[config.mk]
export PLATFORM = sky130hd
export DESIGN_NAME = iomem_gpio_irq
export DESIGN_NICKNAME = d
export VERILOG_FILES = /design/src/rtl/iomem_pkg.sv /design/src/rtl/gpio_sync_edge.sv /design/src/rtl/iomem_gpio_irq.sv
export SDC_FILE = /design/constraint.sdc
export NUM_CORES = 1
export LEC_CHECK = 0
export BUFFER_PORTS_ARGS = -buffer_cell sky130_fd_sc_hd__clkbuf_2
export CAP_MARGIN = 20
export CORE_MARGIN = 2
export CORE_UTILIZATION = 49
export DETAILED_ROUTE_END_ITERATION = 6
export GPL_ROUTABILITY_DRIVEN = 0
export GPL_TIMING_DRIVEN = 0
export PLACE_DENSITY = 0.91
export SETUP_SLACK_MARGIN = 0.5
export SYNTH_ARGS = -nofsm -noshare
export SYNTH_HDL_FRONTEND = slang
export SYNTH_SLANG_ARGS = --single-unit
export TNS_END_PERCENT = 20
[constraint.sdc]
create_clock -name clk -period 1.8 [get_ports clk]
set_input_delay 0.27 -clock clk [delete_from_list [all_inputs] [get_ports clk]]
set_output_delay 0.27 -clock clk [all_outputs]
set_load 0.05 [all_outputs]
[src/rtl/iomem_pkg.sv]
// Shared definitions for picosoc iomem peripherals: base address map,
// GPIO register offsets and the byte-strobe mask helper.
package iomem_pkg;

   localparam logic [7:0] IOMEM_BASE_CFG   = 8'h02;
   localparam logic [7:0] IOMEM_BASE_GPIO  = 8'h03;
   localparam logic [7:0] IOMEM_BASE_TIMER = 8'h04;

   typedef enum logic [2:0] {
      GPIO_OUT     = 3'd0,
      GPIO_OE      = 3'd1,
      GPIO_IN      = 3'd2,
      GPIO_RISE_EN = 3'd3,
      GPIO_FALL_EN = 3'd4,
      GPIO_PENDING = 3'd5,
      GPIO_OUT_SET = 3'd6,
      GPIO_OUT_CLR = 3'd7
   } gpio_reg_e;

   // Expands the four byte strobes into a 32-bit bit mask.
   function automatic logic [31:0] strb_mask(input logic [3:0] wstrb);
      logic [31:0] m;
      m = '0;
      for (int k = 0; k < 4; k++) begin
         if (wstrb[k]) m[8*k +: 8] = 8'hFF;
      end
      return m;
   endfunction

endpackage

[src/rtl/gpio_sync_edge.sv]
// Pad input synchroniser followed by a history flop; reports the
// synchronised level plus single-cycle rise/fall strobes per pin.
module gpio_sync_edge #(
   parameter int NPINS       = 8,
   parameter int SYNC_STAGES = 2
) (
   input  logic             clk,
   input  logic             resetn,
   input  logic [NPINS-1:0] pin_in,
   output logic [NPINS-1:0] s,
   output logic [NPINS-1:0] rise,
   output logic [NPINS-1:0] fall
);

   logic [SYNC_STAGES-1:0][NPINS-1:0] sync_q, sync_d;
   logic [NPINS-1:0]                  prev_q, prev_d;

   always_comb begin
      sync_d[0] = pin_in;
      for (int i = 1; i < SYNC_STAGES; i++) begin
         sync_d[i] = sync_q[i-1];
      end
      prev_d = sync_q[SYNC_STAGES-1];
   end

   // History resets to the same value as the synchroniser so no edge is
   // reported until a pad actually changes after reset.
   always_ff @(posedge clk or negedge resetn) begin
      if (!resetn) begin
         sync_q <= '0;
         prev_q <= '0;
      end else begin
         sync_q <= sync_d;
         prev_q <= prev_d;
      end
   end

   assign s    = sync_q[SYNC_STAGES-1];
   assign rise = s & ~prev_q;
   assign fall = ~s & prev_q;

endmodule

[src/rtl/iomem_gpio_irq.sv]
// GPIO peripheral on the picosoc iomem bus: output/enable registers with
// atomic set/clear, synchronised input readback and edge interrupts.
module iomem_gpio_irq
   import iomem_pkg::*;
#(
   parameter int               NPINS       = 8,
   parameter logic [7:0]       BASE_ADDR   = 8'h03,
   parameter int               SYNC_STAGES = 2,
   parameter logic [NPINS-1:0] RESET_OUT   = '0
) (
   input  logic             clk,
   input  logic             resetn,
   input  logic             iomem_valid,
   output logic             iomem_ready,
   input  logic [3:0]       iomem_wstrb,
   input  logic [31:0]      iomem_addr,
   input  logic [31:0]      iomem_wdata,
   output logic [31:0]      iomem_rdata,
   input  logic [NPINS-1:0] gpio_in,
   output logic [NPINS-1:0] gpio_out,
   output logic [NPINS-1:0] gpio_oe,
   output logic             irq
);

   logic             ready_q, ready_d;
   logic [31:0]      rdata_q, rdata_d;
   logic [NPINS-1:0] out_q, out_d;
   logic [NPINS-1:0] oe_q, oe_d;
   logic [NPINS-1:0] rise_en_q, rise_en_d;
   logic [NPINS-1:0] fall_en_q, fall_en_d;
   logic [NPINS-1:0] pend_q, pend_d;
   logic             irq_q, irq_d;

   logic             hit;
   gpio_reg_e        reg_sel;
   logic [31:0]      byte_mask, wr_word, rd_word;
   logic [NPINS-1:0] wr_bits, wr_keep, w1c_bits;
   logic [NPINS-1:0] s_in, rise, fall;
   logic             unused_bits;

   gpio_sync_edge #(
      .NPINS      (NPINS),
      .SYNC_STAGES(SYNC_STAGES)
   ) u_sync (
      .clk   (clk),
      .resetn(resetn),
      .pin_in(gpio_in),
      .s     (s_in),
      .rise  (rise),
      .fall  (fall)
   );

   // ready_q blocks a second hit so every acknowledge is exactly one cycle.
   assign hit       = iomem_valid & ~ready_q & (iomem_addr[31:24] == BASE_ADDR);
   assign reg_sel   = gpio_reg_e'(iomem_addr[4:2]);
   assign byte_mask = strb_mask(iomem_wstrb);
   assign wr_word   = iomem_wdata & byte_mask;
   assign wr_bits   = wr_word[NPINS-1:0];
   assign wr_keep   = byte_mask[NPINS-1:0];

   assign unused_bits = ^{iomem_addr[23:5], iomem_addr[1:0], wr_word, byte_mask};

   always_comb begin
      rd_word = '0;
      case (reg_sel)
         GPIO_OUT:     rd_word[NPINS-1:0] = out_q;
         GPIO_OE:      rd_word[NPINS-1:0] = oe_q;
         GPIO_IN:      rd_word[NPINS-1:0] = s_in;
         GPIO_RISE_EN: rd_word[NPINS-1:0] = rise_en_q;
         GPIO_FALL_EN: rd_word[NPINS-1:0] = fall_en_q;
         GPIO_PENDING: rd_word[NPINS-1:0] = pend_q;
         default:      rd_word = '0;
      endcase
   end

   always_comb begin
      ready_d   = hit;
      rdata_d   = rdata_q;
      out_d     = out_q;
      oe_d      = oe_q;
      rise_en_d = rise_en_q;
      fall_en_d = fall_en_q;
      w1c_bits  = '0;
      irq_d     = |pend_q;
      if (hit) begin
         rdata_d = rd_word;
         case (reg_sel)
            GPIO_OUT:     out_d     = (out_q & ~wr_keep) | wr_bits;
            GPIO_OE:      oe_d      = (oe_q & ~wr_keep) | wr_bits;
            GPIO_RISE_EN: rise_en_d = (rise_en_q & ~wr_keep) | wr_bits;
            GPIO_FALL_EN: fall_en_d = (fall_en_q & ~wr_keep) | wr_bits;
            GPIO_PENDING: w1c_bits  = wr_bits;
            GPIO_OUT_SET: out_d     = out_q | wr_bits;
            GPIO_OUT_CLR: out_d     = out_q & ~wr_bits;
            default:      ;
         endcase
      end
      // New edges are OR-ed in after the clear so a coincident edge survives.
      pend_d = (pend_q & ~w1c_bits) | (rise & rise_en_q) | (fall & fall_en_q);
   end

   always_ff @(posedge clk or negedge resetn) begin
      if (!resetn) begin
         ready_q   <= 1'b0;
         rdata_q   <= '0;
         out_q     <= RESET_OUT;
         oe_q      <= '0;
         rise_en_q <= '0;
         fall_en_q <= '0;
         pend_q    <= '0;
         irq_q     <= 1'b0;
      end else begin
         ready_q   <= ready_d;
         rdata_q   <= rdata_d;
         out_q     <= out_d;
         oe_q      <= oe_d;
         rise_en_q <= rise_en_d;
         fall_en_q <= fall_en_d;
         pend_q    <= pend_d;
         irq_q     <= irq_d;
      end
   end

   assign iomem_ready = ready_q;
   assign iomem_rdata = rdata_q;
   assign gpio_out    = out_q;
   assign gpio_oe     = oe_q;
   assign irq         = irq_q;

endmodule

==> reports/results.md <==
| Quantity | Value |
| --- | --- |
| Crit end category | register |
| Full die area | 7617 sq um |
| Startpoint Class | register |
| Sequential fraction of design power | 53.2% |
| Pwr Density | 754.2 nW/um^2 |
| Total half-perimeter wirelength after legalization and detailed placement | 5.654 mm |
| Vias per cell | 5.658 |
| CTS tree | done |
| Multi-input logic area | 1456 sq um |
| IR Drop Worst-Case VDD | 0.4714 mV |
| Number of CTS-inserted buffers | 9 |
| Hold violation count in the final report | 0 |
| Crit path buf inv count | 2 |
| Fin Hold WS | 23.76 ps |
| Width of the die | 87.28 um |
| Synthesized area | 3398 sq um |
| Utilization after layout | 64.09% |
| Unrepaired setup endpoints after global routing | true |
| Clock root cell | sky130_fd_sc_hd__clkbuf_8 |
| Number of optimization iterations in the first detailed-route pass | 6 |
| Total via count in the routed design | 2,682 |
| Library cells used by synthesis | 38 |
| Final Routed Wirelength | 8.471 mm |
| Routed wirelength normalized by instance count | 17.87 um |
| Relative contribution of the clock network to total power | 32.4% |
| Antenna diode count | 0 |
| Number of standard cells after synthesis | 279 |
| Int Pwr | 2337 uW |
| Max FO, Critical Path | 8 |
| Hold-critical path depth | 1 |
| Critical path depth in cells | 6 |
| Remaining max-slew budget at the tightest pin | 50.83% |
| Max Clock Skew | 7.671 ps |
| Commonest cells after routing, fill and taps aside | sky130_fd_sc_hd__dfrtp_1 (73), sky130_fd_sc_hd__clkbuf_2 (54), sky130_fd_sc_hd__buf_4 (40) |
| Total leakage power | 0.002048 uW |
| Launch point of the worst hold path | gpio_in[1] |
| Area taken by flip-flops and latches | 1853 sq um |
| Number of sinks on the clock net | 74 |
| Count of input and output buffers | 54 |
| Number of rows in the core area | 30 |
| Number of remaining DRC errors | 0 |
| Layout cell share with drive strength beyond 1 | 45.69% |
| Final-layout fill cell count | 531 |
| Path type of the worst min-delay path | input pin to register |
| Fraction of power consumed by combinational cells | 14.4% |
| Combined global-route utilization of all metal layers | 22.59% |
| Slowest cell on crit path | sky130_fd_sc_hd__dfrtp_2 |
| Die Ht | 87.28 um |
| Largest net degree at the start of global routing | 47 |
| First-pass GRT wire length | 12.78 mm |
| Level count of the clock H-tree | 3 |
| Worst slew pin tran | 735.7 ps |
| Largest stage delay, worst path | 390 ps |
| Required arrival time at the worst endpoint | 2030 ps |
| Status | finished clean |
| Final count of negative-setup-slack endpoints | 0 |
| Post-layout nets | 469 |
| Most repeated library cell on the critical path | sky130_fd_sc_hd__nand3_4 |
| Count of state elements after synthesis | 74 |
| Signal arrival time at the worst endpoint | 1940 ps |
| Critical Setup Path Class | register to register |
| Final Max Tran Viols | 0 |
| Highest attainable clock frequency | 585.3 MHz |
| Number of antenna violations at the first check in global routing | 0 |
| Number of DRC violations after detailed-routing iteration 0 | 173 |
| Count of nets left with antenna violations after detail routing | 0 |
| Synthesized area divided by synthesized cell count | 12.18 sq um |
| Cell Chain, Critical Path | and4b_2 -> nand3_4 -> clkinv_4 -> buf_4 -> nand3_4 -> mux2_2 |
| Area growth from synthesis to layout | 27.43% |
| Setup slack of the worst register-to-register path | 90 ps |
| Count of max-cap constraint violations | 0 |
| Post-layout minimum cycle time | 1708 ps |
| Hold endpoint | u_sync.sync_d[9] |
| Core outline area | 6756 sq um |
| Clock Tree Buf Depth | 2 |
| Switching pwr | 929.2 uW |
| Register-to-Register Path Depth | 6 |
| Warnings from Yosys | 0 |
| Commonest non-fill, non-tap cell in the layout | sky130_fd_sc_hd__dfrtp_1 |
| Seq/Total Area, Yosys | 54.49% |
| Congestion Overflow GR | 0 |
| Launch point of the worst reg-to-reg path | iomem_ready |
| Sum of internal, switching and leakage power | 3266 uW |
| Initial Utilization | 50.30% |
| Net switching share of the total power | 28.45% |
| Clock latency at the later pin of the worst-skew pair | 350 ps |
| Boundary pin count | 129 |
| Share of the clock period used by the worst path after layout | 94.92% |
| Clock transition at the registers of the reported paths | 70 ps |
| Vias in the first global route | 2,566 |
| Family with the most delay on the worst path | simple AND/OR/NAND/NOR gates |
[stage by stage]
step           std cells  TNS (ps)  area, sq um  worst slack [ps]
5_1_grt              474         0         4330             59.15
6_report             474         0         4330             91.52
2_1_floorplan        302         0         3486             54.90
3_3_place_gp         436     -7938         3856            -236.8
4_1_cts              466         0         4218             101.4
3_5_place_dp         437     -1745         3886            -152.8
[cell usage after synthesis (all sizes together)]
cell / instances / area share (%)
dfrtp: 74 / 54
mux2: 33 / 11
buf: 31 / 6.4
nand2: 26 / 2.9
o21ai: 22 / 3.2
nor2: 19 / 2.1
o211ai: 9 / 2.0
nand3b: 8 / 1.8
a31oi: 7 / 1.3
mux4: 6 / 4.0
a22oi: 5 / 1.1
a21oi: 4 / 0.59
clkbuf: 4 / 0.48
nand3: 3 / 1.2
nand4: 3 / 0.99
nor4: 3 / 0.99
a221oi: 2 / 0.52
a22o: 2 / 0.52
a32o: 2 / 0.59
a32oi: 2 / 0.52
nor2b: 2 / 0.37
nor3: 2 / 0.77
a41oi: 1 / 0.26
and3b: 1 / 0.26
and4b: 1 / 0.29
clkinv: 1 / 0.15
conb: 1 / 0.11
inv: 1 / 0.11
mux2i: 1 / 0.29
nand2b: 1 / 0.18
nor4b: 1 / 0.44
o21a: 1 / 0.22
[how the worst max path moves through the flow]
stage	startpoint	slack, ps	endpoint
floorplan	iomem_ready	50	register
global placement	resetn	-240	iomem_ready
detailed placement	iomem_addr[27]	-150	register
CTS	iomem_ready	100	register
global route	iomem_ready	60	register
finish	iomem_ready	90	register
[cell families (layout without fill, tap and decap cells)]
family,Yosys count,count (layout),share of synthesized area [%]
DFF,74,74,54.49
and+or+nand+nor,70,70,12.22
buffers and inverters,37,129,7.142
AOI/OAI and AO/OA,57,57,10.83
other,1,24,0.1104
muxes,40,40,15.21
[final cells by class]
cell class / count / share of cell area [%]
sequential: 74 / 42.79
buffer: 35 / 5.692
multi-input combinational: 191 / 33.63
timing repair buffer: 77 / 11.79
clock inverter: 4 / 0.4623
clock buffer: 11 / 3.034
inverter: 2 / 0.2889
tap: 80 / 2.311
[layer usage]
layer  wire length (um)  vias to the layer above  part of all wire (%)  track usage, %
met2               4228                      159                    50           37.47
met1               3326                     1300                    39           27.97
met4                253                        0                   3.0           10.35
li1                   -                     1191                     -               -
met5                  0                        -                     0               0
met3                663                       32                   7.8           5.403
[power groups by stage]
stage          clock (uW)  combinational [uW]  sequential, uW
6_report             1060                 471            1740
3_5_place_dp            0                 457            1770
5_1_grt              1150                 504            1740
3_3_place_gp            0                 441            1760
4_1_cts              1080                 461            1740
2_1_floorplan           0                 268            1820
[repair_timing]
item / in CTS / in global routing
endpoints found under the setup margin: 60 / 64
hold buffers: 1 / 0
setup buffers: 12 / 8
pin swaps: 1 / 2
cloned: 1 / 0
gates resized for setup: 14 / 23
hold endpoints to repair: 28 / 0
Power figures use the tool's default switching activity.
